## src/rtl/mem_responder_if.sv

```systemverilog
// Request/response bundle between the control unit and the SRAM-side responder.
// slave = responder view; master = control unit plus SRAM view.
interface mem_responder_if #(
  parameter int DATA_W = 16,
  parameter int ADDR_W = 16
);
  logic              MemR1;
  logic              MemR2;
  logic              MemW1;
  logic              MemW2;
  logic [ADDR_W-1:0] addr1;
  logic [ADDR_W-1:0] addr2;
  logic [DATA_W-1:0] wdata1;
  logic [DATA_W-1:0] wdata2;
  logic [DATA_W-1:0] rdata1;
  logic [DATA_W-1:0] rdata2;
  logic              ready;
  logic              busy;
  logic              conflict;
  logic [ADDR_W-1:0] sram_addr;
  logic [DATA_W-1:0] sram_wdata;
  logic              sram_re;
  logic              sram_we;
  logic [DATA_W-1:0] sram_rdata;

  modport slave (
    input  MemR1, MemR2, MemW1, MemW2, addr1, addr2, wdata1, wdata2, sram_rdata,
    output rdata1, rdata2, ready, busy, conflict, sram_addr, sram_wdata, sram_re, sram_we
  );

  modport master (
    output MemR1, MemR2, MemW1, MemW2, addr1, addr2, wdata1, wdata2, sram_rdata,
    input  rdata1, rdata2, ready, busy, conflict, sram_addr, sram_wdata, sram_re, sram_we
  );
endinterface

```

## src/rtl/mem_responder.sv

```systemverilog
// Serializes two captured memory requests (port 1 first) onto one fixed-latency SRAM.
// Strobes are sampled only in IDLE; completion is a one-cycle ready pulse in DONE.
module mem_responder #(
  parameter int DATA_W   = 16,
  parameter int ADDR_W   = 16,
  parameter int READ_LAT = 1
) (
  input  logic           clk,
  input  logic           Reset,
  mem_responder_if.slave bus
);

  typedef enum logic [2:0] {
    IDLE  = 3'd0,
    ACC1  = 3'd1,
    WAIT1 = 3'd2,
    ACC2  = 3'd3,
    WAIT2 = 3'd4,
    DONE  = 3'd5
  } state_t;

  localparam logic [2:0] LAT_M1 = 3'(READ_LAT - 1);

  state_t            r_state;
  state_t            w_next;
  logic              r_r1, r_w1, r_r2, r_w2;
  logic [ADDR_W-1:0] r_addr1, r_addr2;
  logic [DATA_W-1:0] r_wdata1, r_wdata2;
  logic              r_conflict;
  logic [2:0]        r_cnt;
  logic [DATA_W-1:0] r_rdata1, r_rdata2;

  logic              w_op1_in, w_op2_in, w_op2;
  logic              w_cnt_zero;
  logic [ADDR_W-1:0] w_sram_addr;
  logic [DATA_W-1:0] w_sram_wdata;
  logic              w_sram_re, w_sram_we;

  assign w_op1_in   = bus.MemR1 | bus.MemW1;
  assign w_op2_in   = bus.MemR2 | bus.MemW2;
  assign w_op2      = r_r2 | r_w2;
  assign w_cnt_zero = (r_cnt == 3'd0);

  always_ff @(posedge clk) begin
    if (Reset) begin
      r_state <= IDLE;
    end else begin
      r_state <= w_next;
    end
  end

  always_comb begin
    w_next = r_state;
    case (r_state)
      IDLE: begin
        if (w_op1_in)      w_next = ACC1;
        else if (w_op2_in) w_next = ACC2;
      end
      ACC1:    w_next = r_w1 ? (w_op2 ? ACC2 : DONE) : WAIT1;
      WAIT1:   if (w_cnt_zero) w_next = w_op2 ? ACC2 : DONE;
      ACC2:    w_next = r_w2 ? DONE : WAIT2;
      WAIT2:   if (w_cnt_zero) w_next = DONE;
      DONE:    w_next = IDLE;
      default: w_next = IDLE;
    endcase
  end

  always_comb begin
    w_sram_addr  = '0;
    w_sram_wdata = '0;
    w_sram_re    = 1'b0;
    w_sram_we    = 1'b0;
    case (r_state)
      ACC1: begin
        w_sram_addr = r_addr1;
        if (r_w1) begin
          w_sram_we    = 1'b1;
          w_sram_wdata = r_wdata1;
        end else begin
          w_sram_re = 1'b1;
        end
      end
      ACC2: begin
        w_sram_addr = r_addr2;
        if (r_w2) begin
          w_sram_we    = 1'b1;
          w_sram_wdata = r_wdata2;
        end else begin
          w_sram_re = 1'b1;
        end
      end
      default: ;
    endcase
  end

  // Write wins over read on the same port, so the captured read flag is masked.
  always_ff @(posedge clk) begin
    if (Reset) begin
      r_r1       <= 1'b0;
      r_w1       <= 1'b0;
      r_r2       <= 1'b0;
      r_w2       <= 1'b0;
      r_addr1    <= '0;
      r_addr2    <= '0;
      r_wdata1   <= '0;
      r_wdata2   <= '0;
      r_conflict <= 1'b0;
    end else if (r_state == IDLE && (w_op1_in || w_op2_in)) begin
      r_r1       <= bus.MemR1 & ~bus.MemW1;
      r_w1       <= bus.MemW1;
      r_r2       <= bus.MemR2 & ~bus.MemW2;
      r_w2       <= bus.MemW2;
      r_addr1    <= bus.addr1;
      r_addr2    <= bus.addr2;
      r_wdata1   <= bus.wdata1;
      r_wdata2   <= bus.wdata2;
      r_conflict <= (bus.MemR1 & bus.MemW1) | (bus.MemR2 & bus.MemW2);
    end
  end

  always_ff @(posedge clk) begin
    if (Reset) begin
      r_cnt    <= 3'd0;
      r_rdata1 <= '0;
      r_rdata2 <= '0;
    end else begin
      case (r_state)
        ACC1, ACC2: r_cnt <= LAT_M1;
        WAIT1, WAIT2: begin
          if (!w_cnt_zero) r_cnt <= r_cnt - 3'd1;
        end
        default: r_cnt <= 3'd0;
      endcase
      if (r_state == WAIT1 && w_cnt_zero) r_rdata1 <= bus.sram_rdata;
      if (r_state == WAIT2 && w_cnt_zero) r_rdata2 <= bus.sram_rdata;
    end
  end

  assign bus.sram_addr  = w_sram_addr;
  assign bus.sram_wdata = w_sram_wdata;
  assign bus.sram_re    = w_sram_re;
  assign bus.sram_we    = w_sram_we;
  assign bus.rdata1     = r_rdata1;
  assign bus.rdata2     = r_rdata2;
  assign bus.ready      = (r_state == DONE);
  assign bus.conflict   = (r_state == DONE) & r_conflict;
  assign bus.busy       = (r_state != IDLE);

endmodule

```

## src/flat_wrapper.sv

```systemverilog
// flat-port wrapper written by rule: the top's interface ports become plain ports
module mem_responder_flat 
#(
  parameter int DATA_W   = 16,
  parameter int ADDR_W   = 16,
  parameter int READ_LAT = 1
)
  (clk, Reset, bus_MemR1, bus_MemR2, bus_MemW1, bus_MemW2, bus_addr1, bus_addr2, bus_wdata1, bus_wdata2, bus_sram_rdata, bus_rdata1, bus_rdata2, bus_ready, bus_busy, bus_conflict, bus_sram_addr, bus_sram_wdata, bus_sram_re, bus_sram_we);
  mem_responder_if #(.DATA_W(DATA_W), .ADDR_W(ADDR_W)) bus_i ();
  input  logic clk;
  input  logic Reset;
  input wire logic [$bits(bus_i.MemR1)-1:0] bus_MemR1;
  input wire logic [$bits(bus_i.MemR2)-1:0] bus_MemR2;
  input wire logic [$bits(bus_i.MemW1)-1:0] bus_MemW1;
  input wire logic [$bits(bus_i.MemW2)-1:0] bus_MemW2;
  input wire logic [$bits(bus_i.addr1)-1:0] bus_addr1;
  input wire logic [$bits(bus_i.addr2)-1:0] bus_addr2;
  input wire logic [$bits(bus_i.wdata1)-1:0] bus_wdata1;
  input wire logic [$bits(bus_i.wdata2)-1:0] bus_wdata2;
  input wire logic [$bits(bus_i.sram_rdata)-1:0] bus_sram_rdata;
  output wire logic [$bits(bus_i.rdata1)-1:0] bus_rdata1;
  output wire logic [$bits(bus_i.rdata2)-1:0] bus_rdata2;
  output wire logic [$bits(bus_i.ready)-1:0] bus_ready;
  output wire logic [$bits(bus_i.busy)-1:0] bus_busy;
  output wire logic [$bits(bus_i.conflict)-1:0] bus_conflict;
  output wire logic [$bits(bus_i.sram_addr)-1:0] bus_sram_addr;
  output wire logic [$bits(bus_i.sram_wdata)-1:0] bus_sram_wdata;
  output wire logic [$bits(bus_i.sram_re)-1:0] bus_sram_re;
  output wire logic [$bits(bus_i.sram_we)-1:0] bus_sram_we;
  assign bus_i.MemR1 = bus_MemR1;
  assign bus_i.MemR2 = bus_MemR2;
  assign bus_i.MemW1 = bus_MemW1;
  assign bus_i.MemW2 = bus_MemW2;
  assign bus_i.addr1 = bus_addr1;
  assign bus_i.addr2 = bus_addr2;
  assign bus_i.wdata1 = bus_wdata1;
  assign bus_i.wdata2 = bus_wdata2;
  assign bus_i.sram_rdata = bus_sram_rdata;
  assign bus_rdata1 = bus_i.rdata1;
  assign bus_rdata2 = bus_i.rdata2;
  assign bus_ready = bus_i.ready;
  assign bus_busy = bus_i.busy;
  assign bus_conflict = bus_i.conflict;
  assign bus_sram_addr = bus_i.sram_addr;
  assign bus_sram_wdata = bus_i.sram_wdata;
  assign bus_sram_re = bus_i.sram_re;
  assign bus_sram_we = bus_i.sram_we;
  mem_responder #(.DATA_W(DATA_W), .ADDR_W(ADDR_W), .READ_LAT(READ_LAT)) u_core (.clk(clk), .Reset(Reset), .bus(bus_i));
endmodule
```

## config.mk

```make
export PLATFORM = sky130hd
export DESIGN_NAME = mem_responder_flat
export DESIGN_NICKNAME = d
export VERILOG_FILES = /design/src/rtl/mem_responder_if.sv /design/src/rtl/mem_responder.sv /design/src/flat_wrapper.sv
export SDC_FILE = /design/constraint.sdc
export NUM_CORES = 1
export LEC_CHECK = 0
export CAP_MARGIN = 25
export CORE_UTILIZATION = 32
export DETAILED_ROUTE_END_ITERATION = 8
export SETUP_SLACK_MARGIN = 0.15
export SYNTH_ARGS = -nofsm -noshare
export SYNTH_HDL_FRONTEND = slang
export SYNTH_SLANG_ARGS = --single-unit
export TNS_END_PERCENT = 30
```

## constraint.sdc

```tcl
create_clock -name clk -period 1.4 [get_ports clk]
set_input_delay 0.14 -clock clk [delete_from_list [all_inputs] [get_ports clk]]
set_output_delay 0.14 -clock clk [all_outputs]
set_load 0.05 [all_outputs]
```

# Yosys cells after proc, flatten, opt, wreduce, memory -nomap -nowiden

Index checks and enable logic that the tools add are counted.

Flip-flop bits (word level): 106
Input bits: 86
Logic and storage cells: 59

Add/sub/neg operators: 1
Equality and inequality tests: 8
Mux-type cells: 18
Bitwise operators: 10
Reduce and logical (&&, ||, !) cells: 10

Operators with widths:

| cell                  | number |
|---|---|
| $pmux W16 S2          | 2 |
| $mux W16              | 2 |
| $mux W3               | 6 |
| $pmux W3 S5           | 1 |
| $eq A3 B2 Y1 const B  | 2 |
| $eq A3 B3 Y1 const B  | 2 |
| $logic_not A3 Y1      | 2 |
| $mux W1               | 5 |
| $and A1 B1 Y1         | 4 |
| $ne A2 B1 Y1 const B  | 2 |
| $or A1 B1 Y1          | 4 |
| $pmux W1 S2           | 2 |
| $reduce_or A2 Y1      | 2 |
| $eq A3 B1 Y1 const B  | 1 |
| $logic_and A1 B1 Y1   | 3 |
| $ne A3 B1 Y1 const B  | 1 |
| $reduce_and A3 Y1     | 1 |
| $reduce_bool A3 Y1    | 1 |
| $sub A3 B1 Y3 const B | 1 |
| $not A1 Y1            | 2 |
| $logic_or A1 B1 Y1    | 1 |

# Longest topological paths before layout

Gate-level depths: netlist of run 1.

Depth in word-level cells: 4
Depth in mapped cells: 7
Gate-level depth less buffers: 5

# Worst setup path before layout of run 1

No wires, ideal clock.

Kind: register to output
Start point: register u_core.r_state[0]
End point: output bus_conflict
Arrival: 2.366 ns
Data required time: 1.260 ns
Slack: -1.106 ns
Cell stages (with the launch flop): 5
Path buffers: 1
Path through: dfxtp_1 buf_2 inv_1 nor3_1 and2_1

Word-level cells in the longest chain between the ends: 2

Ends and longest elaborated chain:

| item                     | RTL line             | source |
|---|---|---|
| start: declaration       | mem_responder.sv:24  | `state_t r_state;` |
| start signal: assignment | mem_responder.sv:48  | `r_state <= w_next;` |
| $eq A3 B3 Y1             | n/a                  |  |
| via bus_ready            | flat_wrapper.sv:23   | `output wire logic [$bits(bus_i.ready)-1:0] bus_ready;` |
| $and A1 B1 Y1            | mem_responder.sv:146 | `assign bus.conflict = (r_state == DONE) & r_conflict;` |
| end: declaration         | flat_wrapper.sv:25   | `output wire logic [$bits(bus_i.conflict)-1:0] bus_conflict;` |

The timed path passes the listed nets, and every way through them passes these cells.

# Worst setup path in the final report of run 1

Start point: register u_core.r_state[1]
End point: output bus_sram_addr[13]

Word-level cells in the longest chain between the ends: 2
Elaborated cells between the ends (all ways): 3
Classes of those cells: eq/ne: 2; mux: 1

Ends and longest elaborated chain:

| item                                                | RTL line            | source |
|---|---|---|
| $eq A3 B2 Y1 / $eq A3 B1 Y1 (equally long branches) | mem_responder.sv:73 | `case (r_state)` |
| $pmux W16 S2 (*)                                    | mem_responder.sv:73 |  |
| end: declaration                                    | flat_wrapper.sv:26  | `output wire logic [$bits(bus_i.sram_addr)-1:0] bus_sram_addr;` |

Mark *: on every way between the ends. The rest lies on a longest branch, timed or not.

==> out/metrics.cfg, run 1 <==
[critical_path]
path_buf_inv = 5
critical-path-slowest-cell = sky130_fd_sc_hd__dfxtp_4
critical_path_capture_point_type = primary output
levels_on_crit_path = 7
cp.required_ns = 1.26
critical_path_peak_fanout = 6
worst_r2r_path_depth = 7
worstSetupEndpoint = bus_sram_addr[13]
critical_path.startpoint = u_core.r_state[1]
reg2reg_from = u_core.r_state[1]
cp.arrival_ns = 1.69
crit_type = reg2out
start_kind = flip-flop
reg2reg_setup_slack_ns = -0.14
crit_path_cell_trace = buf_6 > nor3b_4 > buf_6 > buf_8 > buf_12 > a22o_4 > buf_12
critPathMaxStageDelay_ns = 0.36
worstReg2RegEnd = u_core.r_wdata2[0]
critPathTopFamily = buffers and inverters

[timing]
fin_worst_skew_ns = 0.003686
report.final.setup_viol = 138
timing.final.crit_period_ns = 1.834
grt_setup_unrepaired = yes
slew_viol_final = 0
post-route-period-util_pct = 131.0
max-slew-margin-rel_pct = 67.92
final.setup.tns_ns = -23.88
tightestPinTransition_ns = 0.4811
fmaxAchievable_mhz = 545.3
finalWorstSetupSlack_ns = -0.4339
timing.final.hold_violations = 0
hold-worst-slack_ns = 0.02137

[clock_tree]
clk_transition_reported_paths_ns = 0.07
clock_path_buffers = 2
cts_tree = yes
cts.htree.levels = 3
cts_inserted_buffers = 9
worstSkewPairLatency_ns = 0.35
clk_root_buffer_cell = sky130_fd_sc_hd__clkbuf_16
post_cts_hold_buffer_count = 0
cts_num_sinks = 106

[placed_design]
pre_cts_ws_ns = -0.4901
place_congestion = 0.8156
placed_cells_incl_taps = 878
dp_hpwl_um = 9835
io_buffer_count = 154

[logic_synthesis]
yosys_register_bits = 106
synth_area_leader_cell = sky130_fd_sc_hd__dfxtp_1
synth.yosys.warnings = 0
synth_area_per_cell_um2 = 8.292
yosysSeqAreaShare_pct = 46.11
synth_nets = 643
syn-cell-area_mm2 = 0.004602
post_synth_num_cell_types = 43
mapped_cells = 555
netlist_top_cells_area = sky130_fd_sc_hd__dfxtp_1 46%, sky130_fd_sc_hd__a21oi_1 11%, sky130_fd_sc_hd__nand3_1 11%
synth_largest_type_area_fraction_pct = 46.11

[floorplan]
ioPinCount = 155
fp.dieArea_mm2 = 0.01486
rows = 43
fp.coreArea_mm2 = 0.01393
die_width_um = 121.9
initial_utilization_pct = 33.03
floorplan.die.height_um = 121.9

[grt]
largest_net_degree_at_the_start_of_global_routing = 68
grt_overflow_total = 0
initial_antenna_violation_count = 0
grt_usage_pct = 20.15
vias_in_the_first_global_route = 4756
grt_first_pass_wirelength_um = 23340

[layout]
area_growth_pct = 78.14
nNetsFinal = 821
final_core_utilization_pct = 58.83
layout-drive-gt1-share_pct = 35.77
layout_commonest_cell = sky130_fd_sc_hd__dfxtp_1
final_cells = 918
n_antenna_cell = 0
sequential_cell_area_mm2 = 0.002136
final.fill_count = 1199
layout_common_cells = 101 x sky130_fd_sc_hd__dfxtp_1, 100 x sky130_fd_sc_hd__a21oi_1, 96 x sky130_fd_sc_hd__nand3_1, 84 x sky130_fd_sc_hd__clkdlybuf4s50_1, 66 x sky130_fd_sc_hd__buf_4
multi_input_area_mm2 = 0.002748

[pwr]
internal_power_contribution_w = 0.009615
power.ir.vdd_worst_mv = 1.054
power.density_cell_area_mw_per_mm2 = 2022
switching_power_w = 0.006964
power.share.clock_pct = 14.2
leakage_nw = 3.187
power.share.switching_pct = 42.00
pwr-share-comb_pct = 58.6
seqPwrFrac_pct = 27.2

[routing]
wirelength_routed_um = 15470
post_route_drc = 0
wire_length_per_cell_um = 16.85
viasPerCell = 5.387
detailroute.via_count = 4945
final_antenna_net_count = 0
drt_iter0_markers = 275
drt_pass1_iterations = 4

[status]
run_status = finished, violations left
failed_checks = negative setup slack

[hold_path]
timing.hold.worst.class = in2reg
hold_depth = 2

[job]
maxCapViolations = 0

## metal layers
layer  vias up  share of wire [%]  GRT usage, %
li1       2412                  -             -
met1      2348                 44         25.21
met2       166                 49         33.51
met3        19                6.1         4.963
met4         0                1.6         7.022
met5         -                  0             0
## through the flow
stage               total power, W  instance area, µm²
floorplan                 0.009172                4931
global placement           0.01196                7228
detailed placement         0.01212                7228
CTS                        0.01542                7860
global route               0.01747                8198
finish                     0.01658                8198
## power groups by stage
stage	Combinational, W	Sequential (W)	Clock [W]
detailed placement	0.00765	0.00447	0
global route	0.0103	0.00460	0.00256
CTS	0.00851	0.00446	0.00245
floorplan	0.00426	0.00492	0
global placement	0.00754	0.00442	0
finish	0.00971	0.00451	0.00236
## cell usage after synthesis (all sizes together)
library cell  instances
nor4b                 1
o21ai               100
nand4                 1
nor2b                 1
and3b                 1
o31a                  1
and3                  1
a22o                 33
and2                  2
nor2                  8
or3b                  1
a2111o                1
a22oi                 2
or2                   1
nor3b                 5
a21oi               102
ha                    2
o31ai                 1
clkbuf               30
nand2b                2
nor4                  1
xor2                  1
buf                  30
mux2                  1
or4b                  1
o32ai                 2
a211oi                2
or4                   1
inv                   8
nor4bb                1
nand2                 5
nor3                  2
nand3                97
o211a                 1
dfxtp               106
## cell type report
class,count,share of cell area [%]
multi-input combinational,382,33.52
tap,180,2.747
inverter,8,0.4426
timing repair buffer,226,33.91
clock buffer,12,3.007
sequential,106,26.05
clock inverter,4,0.3205
## flip-flops by register name, summed over array words and instances (netlist names)
name	flops
u_core.r_conflict	1
u_core.r_wdata1	16
u_core.bus.rdata2	16
u_core.bus.rdata1	16
u_core.r_w1	1
u_core.r_r2	1
u_core.r_cnt	3
u_core.r_state	3
u_core.r_wdata2	16
u_core.r_w2	1
u_core.r_addr2	16
u_core.r_addr1	16
## worst min path at each step
stage	startpoint	slack, ns	to
5_1_grt	Reset	0.02	u_core.r_w2
4_1_cts	Reset	0.01	u_core.r_w2
6_report	Reset	0.02	u_core.r_w2
2_1_floorplan	bus_MemW2	0.26	u_core.r_r2
3_3_place_gp	Reset	0.38	u_core.r_w2
3_5_place_dp	Reset	0.39	u_core.r_w2
## kinds of logic after synthesis
family,Yosys count,synth area share (%)
XOR/XNOR,1,0.1904
multiplexers,1,0.2447
AND/OR/NAND/NOR,132,15.96
buffers and inverters,68,6.851
adder cells (fa/ha/maj),2,0.5437
flip-flops,106,46.11
AO/OA/AOI/OAI,245,30.10
## timing repair
action                     CTS  global route
pin swaps                   34            14
gates cloned                 4             3
gates resized for setup     94            69
setup endpoints to repair  141           142
buffers inserted             6            11
(Power assumes the default switching activity.)
==> run 2: changes to the inputs <==
--- a/config.mk
+++ b/config.mk
@@ -6,6 +6,7 @@
 export NUM_CORES = 1
 export LEC_CHECK = 0
 export CAP_MARGIN = 25
+export CORE_ASPECT_RATIO = 0.9
 export CORE_UTILIZATION = 32
 export DETAILED_ROUTE_END_ITERATION = 8
 export SETUP_SLACK_MARGIN = 0.15
==> run 2 against run 1 <==
The flow still finishes with violations (negative setup slack). Highest routed layer unchanged. Die area barely moved. Flip-flop and latch count unchanged. Worst hold slack better by 0.11 ns. Critical path type unchanged. Count of clock-buffer cells in the layout grew 1. Register-to-register slack lost 0.13 ns. Total power fell by 2.2%. Core utilization shrank 1.6 points. Design area down 2.3%. Sequential share of layout area up 0.59 points. Non-clock buffer count is 1 higher. Sequential power about the same.
==> out/metrics.cfg, run 2 (synthesis results as in run 1) <==
[critical_path]
reg2reg_from = u_core.r_state[2]
reg2reg_setup_slack_ns = -0.27  ; -0.13 ns
critical_path_capture_point_type = primary output
critical_path_peak_fanout = 8  ; +2
worst_r2r_path_depth = 8  ; +1
cp.required_ns = 1.26  ; about the same
crit_type = reg2out
start_kind = flip-flop
worstReg2RegEnd = u_core.r_wdata1[2]
cp.arrival_ns = 1.65  ; -0.04 ns

[routing]
drt_pass1_iterations = 5  ; +1
final_antenna_net_count = 0  ; unchanged
detailroute.via_count = 4951  ; +0.12%
wirelength_routed_um = 15650  ; +1.1%
drt_iter0_markers = 340  ; +24%
wire_length_per_cell_um = 16.81  ; -0.28%
post_route_drc = 0  ; unchanged
viasPerCell = 5.318  ; -1.3%

[pwr]
power.ir.vdd_worst_mv = 1.015  ; -3.6%
seqPwrFrac_pct = 27.7  ; +0.5 points
power.share.clock_pct = 15.6  ; +1.4 points
power.share.switching_pct = 41.96  ; about the same
power.density_cell_area_mw_per_mm2 = 2023  ; about the same
pwr-share-comb_pct = 56.7  ; -1.9 points
switching_power_w = 0.006804  ; -2.3%
leakage_nw = 3.138  ; -1.5%
internal_power_contribution_w = 0.009409  ; -2.1%

[status]
run_status = finished, violations left
failed_checks = negative setup slack

[grt]
groute.layer.met3.usage_pct = 6.140  ; +1.2 points
grt_first_pass_wirelength_um = 24230  ; +3.8%
gr-max-usage-layer = met2
grt_util_met1_pct = 25.21  ; about the same
grt_usage_pct = 20.57  ; +0.42 points
initial_antenna_violation_count = 0  ; unchanged
grt_overflow_total = 0  ; unchanged
vias_in_the_first_global_route = 4908  ; +3.2%
met2_demand_to_capacity_share_in_global_routing_pct = 35.03  ; +1.5 points
largest_net_degree_at_the_start_of_global_routing = 65  ; -4.4%

[placed_design]
placed_cells_incl_taps = 893  ; +1.7%
place_congestion = 0.7798  ; -4.4%
io_buffer_count = 154  ; unchanged
pre_cts_ws_ns = -0.5065  ; -0.01638 ns
dp_hpwl_um = 9916  ; +0.82%
placed_cell_area_mm2 = 0.007184  ; -0.61%

[layout]
final_core_utilization_pct = 57.21  ; -1.6 points
area_growth_pct = 74.12
layout_common_cells = 102 x sky130_fd_sc_hd__dfxtp_1, 101 x sky130_fd_sc_hd__a21oi_1, 96 x sky130_fd_sc_hd__nand3_1, 84 x sky130_fd_sc_hd__clkdlybuf4s50_1, 78 x sky130_fd_sc_hd__buf_4
layout-drive-gt1-share_pct = 32.79  ; -3.0 points
n_antenna_cell = 0  ; unchanged
layout_commonest_cell = sky130_fd_sc_hd__dfxtp_1
nNetsFinal = 822  ; +0.12%
final_cells = 931  ; +1.4%
layout.cell_area.non_filler_mm2 = 0.008013  ; -2.3%

[timing]
timing.final.crit_period_ns = 1.795  ; -0.03896 ns
report.final.setup_viol = 140  ; +1.4%
fin_worst_skew_ns = 0.005673  ; +0.001987 ns
max-slew-margin-rel_pct = 71.46  ; +3.5 points
fmaxAchievable_mhz = 557.1  ; +2.2%
timing.final.hold_violations = 0  ; unchanged
finalWorstSetupSlack_ns = -0.3950  ; +0.03896 ns
tightestPinTransition_ns = 0.4282  ; -0.05297 ns
grt_setup_unrepaired = yes
post-route-period-util_pct = 128.2  ; -2.8 points
slew_viol_final = 0  ; unchanged

[hold_path]
hold-path-endpoint = u_core.r_state[2]
hold_depth = 3  ; +1
timing.hold.worst.class = in2reg
hp-start = Reset

[floorplan]
fp.coreArea_mm2 = 0.01400  ; +0.50%
initial_utilization_pct = 32.86  ; -0.17 points
die_width_um = 128.4  ; +5.3%
ioPinCount = 155  ; unchanged
fp.dieArea_mm2 = 0.01486  ; about the same
rows = 41  ; -4.7%
floorplan.die.height_um = 115.8  ; -5.0%

[job]
maxCapViolations = 0  ; unchanged

[clock_tree]
worstSkewPairLatency_ns = 0.35  ; about the same
cts_inserted_buffers = 9  ; unchanged
clk_root_buffer_cell = sky130_fd_sc_hd__clkbuf_16
cts_num_sinks = 106  ; unchanged
cts.htree.levels = 3  ; unchanged
post_cts_hold_buffer_count = 0  ; unchanged
cts_tree = yes
clock_path_buffers = 2  ; unchanged
clk_transition_reported_paths_ns = 0.07  ; about the same

==> run 2: worst max-delay path, stage by stage (launching register included) <==
cell and delay [ns]:
sky130_fd_sc_hd__dfxtp_4 0.38, sky130_fd_sc_hd__buf_6 0.11, sky130_fd_sc_hd__nand2b_4 0.13, sky130_fd_sc_hd__nor2_4 0.05, sky130_fd_sc_hd__buf_12 0.12, sky130_fd_sc_hd__buf_16 0.14, sky130_fd_sc_hd__a22o_4 0.23, sky130_fd_sc_hd__buf_12 0.14
==> run 2: metal layers <==
layer / wire length, µm / vias to the layer above
met2: 7532 / 198
li1: - / 2399
met4: 181 / 0
met5: 0 / -
met1: 6577 / 2341
met3: 1356 / 13
==> run 2: power by group through the flow <==
stage          Clock (W)  Combinational (W)  Sequential [W]
5_1_grt          0.00271            0.00982         0.00459
2_1_floorplan          0            0.00426         0.00492
6_report         0.00253            0.00919         0.00448
3_3_place_gp           0            0.00747         0.00442
3_5_place_dp           0            0.00763         0.00447
4_1_cts          0.00258            0.00824         0.00445
==> run 2: layout make-up <==
| type | count | area (µm²) |
|---|---|---|
| clock buffers | 13 | 250.2 |
| clock inverters | 2 | 37.54 |
| fillers | 1211 | 5992 |
| inverters | 8 | 33.78 |
| multi-input cells | 382 | 2664 |
| flip-flops and latches | 106 | 2135 |
| well taps | 193 | 241.5 |
| repair buffers | 227 | 2651 |
==> run 2: stage by stage <==
step | hold slack (ns) | setup TNS, ns | power [W]
2_1_floorplan | 0.2598 | -7.640 | 0.009172
3_3_place_gp | 0.4619 | -40.64 | 0.01189
3_5_place_dp | 0.4703 | -44.39 | 0.01210
4_1_cts | 0.1128 | -21.48 | 0.01527
5_1_grt | 0.1652 | -38.58 | 0.01711
6_report | 0.1358 | -30.33 | 0.01621
==> run 2: worst max-delay path by stage <==
stage	start	endpoint	slack [ns]	cells past startpoint
after floorplan	u_core.r_state[0]	bus_conflict	-0.23	4
after global placement	bus_MemW1	u_core.r_addr2[14]	-0.46	5
after detailed placement	bus_MemW1	u_core.r_addr1[11]	-0.51	5
after CTS	u_core.r_state[2]	bus_sram_addr[1]	-0.46	6
after global routing	u_core.r_state[2]	bus_sram_addr[12]	-0.45	7
final	u_core.r_state[2]	bus_sram_addr[15]	-0.39	7
==> run 2: what timing repair did <==
| action | 4_1_cts | 5_1_grt |
|---|---|---|
| setup endpoints to repair | 142 | 142 |
| gates cloned | 3 | 3 |
| pin swaps | 14 | 17 |
| buffers inserted | 7 | 10 |
| gates resized for setup | 82 | 44 |
==> run 3: changes to the inputs <==
--- a/config.mk
+++ b/config.mk
@@ -5,10 +5,12 @@
 export SDC_FILE = /design/constraint.sdc
 export NUM_CORES = 1
 export LEC_CHECK = 0
+export ABC_AREA = 1
 export CAP_MARGIN = 25
 export CORE_ASPECT_RATIO = 0.9
 export CORE_UTILIZATION = 32
 export DETAILED_ROUTE_END_ITERATION = 8
+export GPL_TIMING_DRIVEN = 0
 export SETUP_SLACK_MARGIN = 0.15
 export SYNTH_ARGS = -nofsm -noshare
 export SYNTH_HDL_FRONTEND = slang
==> run 3 against run 2 <==
The flow still finishes with violations (negative setup slack). Die area fell by 3.4%. Via count is 4.7% lower. Clock power grew 5%. Combinational power fell by 25%. Design area down 0.75%. Synthesized area is 3.5% lower. Clock skew is 0.0015 ns higher. First-iteration DRC count is 56% lower. Largest power group unchanged. Highest routed layer unchanged.
==> out/metrics.cfg, run 3 <==
[layout]
area_growth_pct = 79.09
final_core_utilization_pct = 59.07  ; +1.9 points
layout-drive-gt1-share_pct = 34.65  ; +1.9 points
final.fill_count = 1170  ; -3.4%
layout_commonest_cell = sky130_fd_sc_hd__nor2_1
layout_common_cells = 153 x sky130_fd_sc_hd__nor2_1, 103 x sky130_fd_sc_hd__dfxtp_1, 84 x sky130_fd_sc_hd__clkdlybuf4s50_1, 53 x sky130_fd_sc_hd__nand2_1, 46 x sky130_fd_sc_hd__buf_6
layout.cell_area.non_filler_mm2 = 0.007953  ; -0.75%
nNetsFinal = 894  ; +8.8%
n_antenna_cell = 0  ; unchanged

[logic_synthesis]
yosysSeqAreaShare_pct = 47.79  ; +1.7 points
synth_area_per_cell_um2 = 7.389  ; -11%
prevailing_post_synth_register_cell = sky130_fd_sc_hd__dfxtp_1
ys_async_sr_fraction_pct = 0  ; unchanged
synth_area_leader_cell = sky130_fd_sc_hd__dfxtp_1
synth-edff-count = 0  ; unchanged
synth_largest_type_area_fraction_pct = 47.79  ; +1.7 points
post-synth-top-count-cell = sky130_fd_sc_hd__nor2_1
syn-cell-area_mm2 = 0.004441  ; -3.5%
mapped_cells = 601  ; +8.3%
yosys_register_bits = 106  ; unchanged
netlist_top_cells_area = sky130_fd_sc_hd__dfxtp_1 48%, sky130_fd_sc_hd__nor2_1 14%, sky130_fd_sc_hd__o21ai_0 14%
yosys-top-cells-count = 164 x sky130_fd_sc_hd__nor2_1, 121 x sky130_fd_sc_hd__o21ai_0, 106 x sky130_fd_sc_hd__dfxtp_1, 57 x sky130_fd_sc_hd__nand2_1
synth_nets = 689  ; +7.2%
post_synth_num_cell_types = 30  ; -30%
synth.yosys.warnings = 0  ; unchanged

[timing]
post-route-period-util_pct = 128.0  ; -0.17 points
tightestPinTransition_ns = 0.7888  ; +0.3606 ns
final.setup.tns_ns = -38.11  ; -7.780 ns
grt_setup_unrepaired = yes
hold-worst-slack_ns = 0.3170  ; +0.1812 ns
timing.final.hold_violations = 0  ; unchanged
finalWorstSetupSlack_ns = -0.3926  ; +0.002354 ns
timing.final.crit_period_ns = 1.793  ; -0.002354 ns
fmaxAchievable_mhz = 557.8  ; +0.13%
max-slew-margin-rel_pct = 47.41  ; -24 points
report.final.setup_viol = 143  ; +2.1%
slew_viol_final = 0  ; unchanged
fin_worst_skew_ns = 0.007166  ; +0.001493 ns

[pwr]
power.ir.vdd_worst_mv = 0.7445  ; -27%
leakage_nw = 3.176  ; +1.2%
power.density_cell_area_mw_per_mm2 = 1733  ; -14%
internal_power_contribution_w = 0.008112  ; -14%
pwr-share-comb_pct = 50.0  ; -6.7 points
seqPwrFrac_pct = 30.8  ; +3.1 points
power.share.clock_pct = 19.3  ; +3.7 points
power.share.switching_pct = 41.13  ; -0.83 points
switching_power_w = 0.005668  ; -17%

[critical_path]
worst_r2r_path_depth = 11  ; +3
crit_type = reg2out
cp.required_ns = 1.26  ; about the same
start_kind = flip-flop
critical_path_capture_point_type = primary output
reg2reg_setup_slack_ns = -0.33  ; -0.06 ns
critical_path_peak_fanout = 10  ; +2
cp.arrival_ns = 1.65  ; about the same

[grt]
grt_first_pass_wirelength_um = 23430  ; -3.3%
initial_antenna_violation_count = 0  ; unchanged
vias_in_the_first_global_route = 4696  ; -4.3%
largest_net_degree_at_the_start_of_global_routing = 18  ; -72%
grt_usage_pct = 20.86  ; +0.29 points
grt_overflow_total = 0  ; unchanged

[clock_tree]
clk_root_buffer_cell = sky130_fd_sc_hd__clkbuf_16
clock_path_buffers = 2  ; unchanged
worstSkewPairLatency_ns = 0.35  ; about the same
cts_num_sinks = 106  ; unchanged
cts_tree = yes
clk_transition_reported_paths_ns = 0.07  ; about the same
cts.htree.levels = 3  ; unchanged
cts_inserted_buffers = 9  ; unchanged

[floorplan]
ioPinCount = 155  ; unchanged
fp.coreArea_mm2 = 0.01346  ; -3.9%
die_width_um = 126.2  ; -1.7%
floorplan.die.height_um = 113.8  ; -1.7%
initial_utilization_pct = 32.98  ; +0.12 points
fp.dieArea_mm2 = 0.01435  ; -3.4%
rows = 40  ; -2.4%

[placed_design]
place_congestion = 0.8138  ; +4.4%
placed_cell_area_mm2 = 0.006611  ; -8.0%
io_buffer_count = 154  ; unchanged
dp_hpwl_um = 10340  ; +4.3%

[routing]
post_route_drc = 0  ; unchanged
viasPerCell = 4.818  ; -9.4%
wirelength_routed_um = 15280  ; -2.4%
final_antenna_net_count = 0  ; unchanged
detailroute.via_count = 4717  ; -4.7%
drt_pass1_iterations = 5  ; unchanged
wire_length_per_cell_um = 15.60  ; -7.2%
drt_iter0_markers = 151  ; -56%

[status]
run_status = finished, violations left
failed_checks = negative setup slack

[job]
maxCapViolations = 0  ; unchanged

[hold_path]
timing.hold.worst.class = in2reg
hold_depth = 2  ; -1

run 3: metrics by stage:
| step | instances | total power (W) | worst slack (ns) |
|---|---|---|---|
| finish | 979 | 0.01378 | -0.3926 |
| global placement | 923 | 0.009466 | -1.015 |
| global route | 979 | 0.01453 | -0.4519 |
| floorplan | 601 | 0.007905 | -0.04808 |
| CTS | 964 | 0.01311 | -0.3848 |
| detailed placement | 923 | 0.009573 | -1.016 |
run 3: worst paths after layout:
path,start,endpoint
worst max-delay path,u_core.r_state[0],bus_sram_addr[0]
worst min-delay path,Reset,u_core.r_state[2]
worst max register to register,u_core.r_state[0],u_core.bus.rdata2[5]
worst min register to register,u_core.r_conflict,u_core.r_conflict
run 3: area by class of cell:
type	count	area [µm²]	area share, %
buffer	40	440.4	5.538
clock buffer	11	252.7	3.178
clock inverter	5	61.31	0.7709
inverter	31	138.9	1.746
multi-input combinational	424	2641	33.21
sequential	106	2128	26.76
tap	168	210.2	2.643
timing repair buffer	194	2079	26.15
run 3: timing repair:
| item | 4_1_cts | 5_1_grt |
|---|---|---|
| resized for setup | 462 | 107 |
| setup endpoints to repair | 170 | 151 |
| pin swaps | 20 | 24 |
| setup buffers | 22 | 10 |
| gates cloned | 3 | 5 |
| hold buffers | 0 | 0 |
run 3: metal layers:
layer / up-vias / track usage, % / share of wire, %
li1: 2372 / - / -
met5: - / 0 / 0
met3: 18 / 4.174 / 4.4
met4: 0 / 7.550 / 1.7
met2: 120 / 35.36 / 49
met1: 2207 / 26.36 / 45
run 3: cell families (layout without fill, tap and decap cells):
| logic type | count (synthesis) | after routing | share of synthesized area [%] |
|---|---|---|---|
| xor gates and xnor gates | 1 | 1 | 0.1973 |
| AOI/OAI and AO/OA | 157 | 157 | 17.78 |
| DFF | 106 | 106 | 47.79 |
| buffers and inverters | 71 | 281 | 8.340 |
| adders and majority gates | 2 | 2 | 0.5634 |
| and+or+nand+nor | 264 | 264 | 25.33 |
run 3: worst max-delay path, stage by stage (launching register included):
cell and delay [ns]:
sky130_fd_sc_hd__dfxtp_2 0.33, sky130_fd_sc_hd__buf_8 0.10, sky130_fd_sc_hd__buf_4 0.12, sky130_fd_sc_hd__nand3_4 0.17, sky130_fd_sc_hd__clkbuf_16 0.26, sky130_fd_sc_hd__o21ai_4 0.16
sky130_fd_sc_hd__buf_6 0.17
run 3: power by group through the flow:
stage	Sequential (W)	Combinational, W	Clock, W
floorplan	0.00482	0.00309	0
global placement	0.00422	0.00524	0
detailed placement	0.00425	0.00532	0
CTS	0.00423	0.00618	0.00270
global route	0.00434	0.00737	0.00282
finish	0.00424	0.00689	0.00265
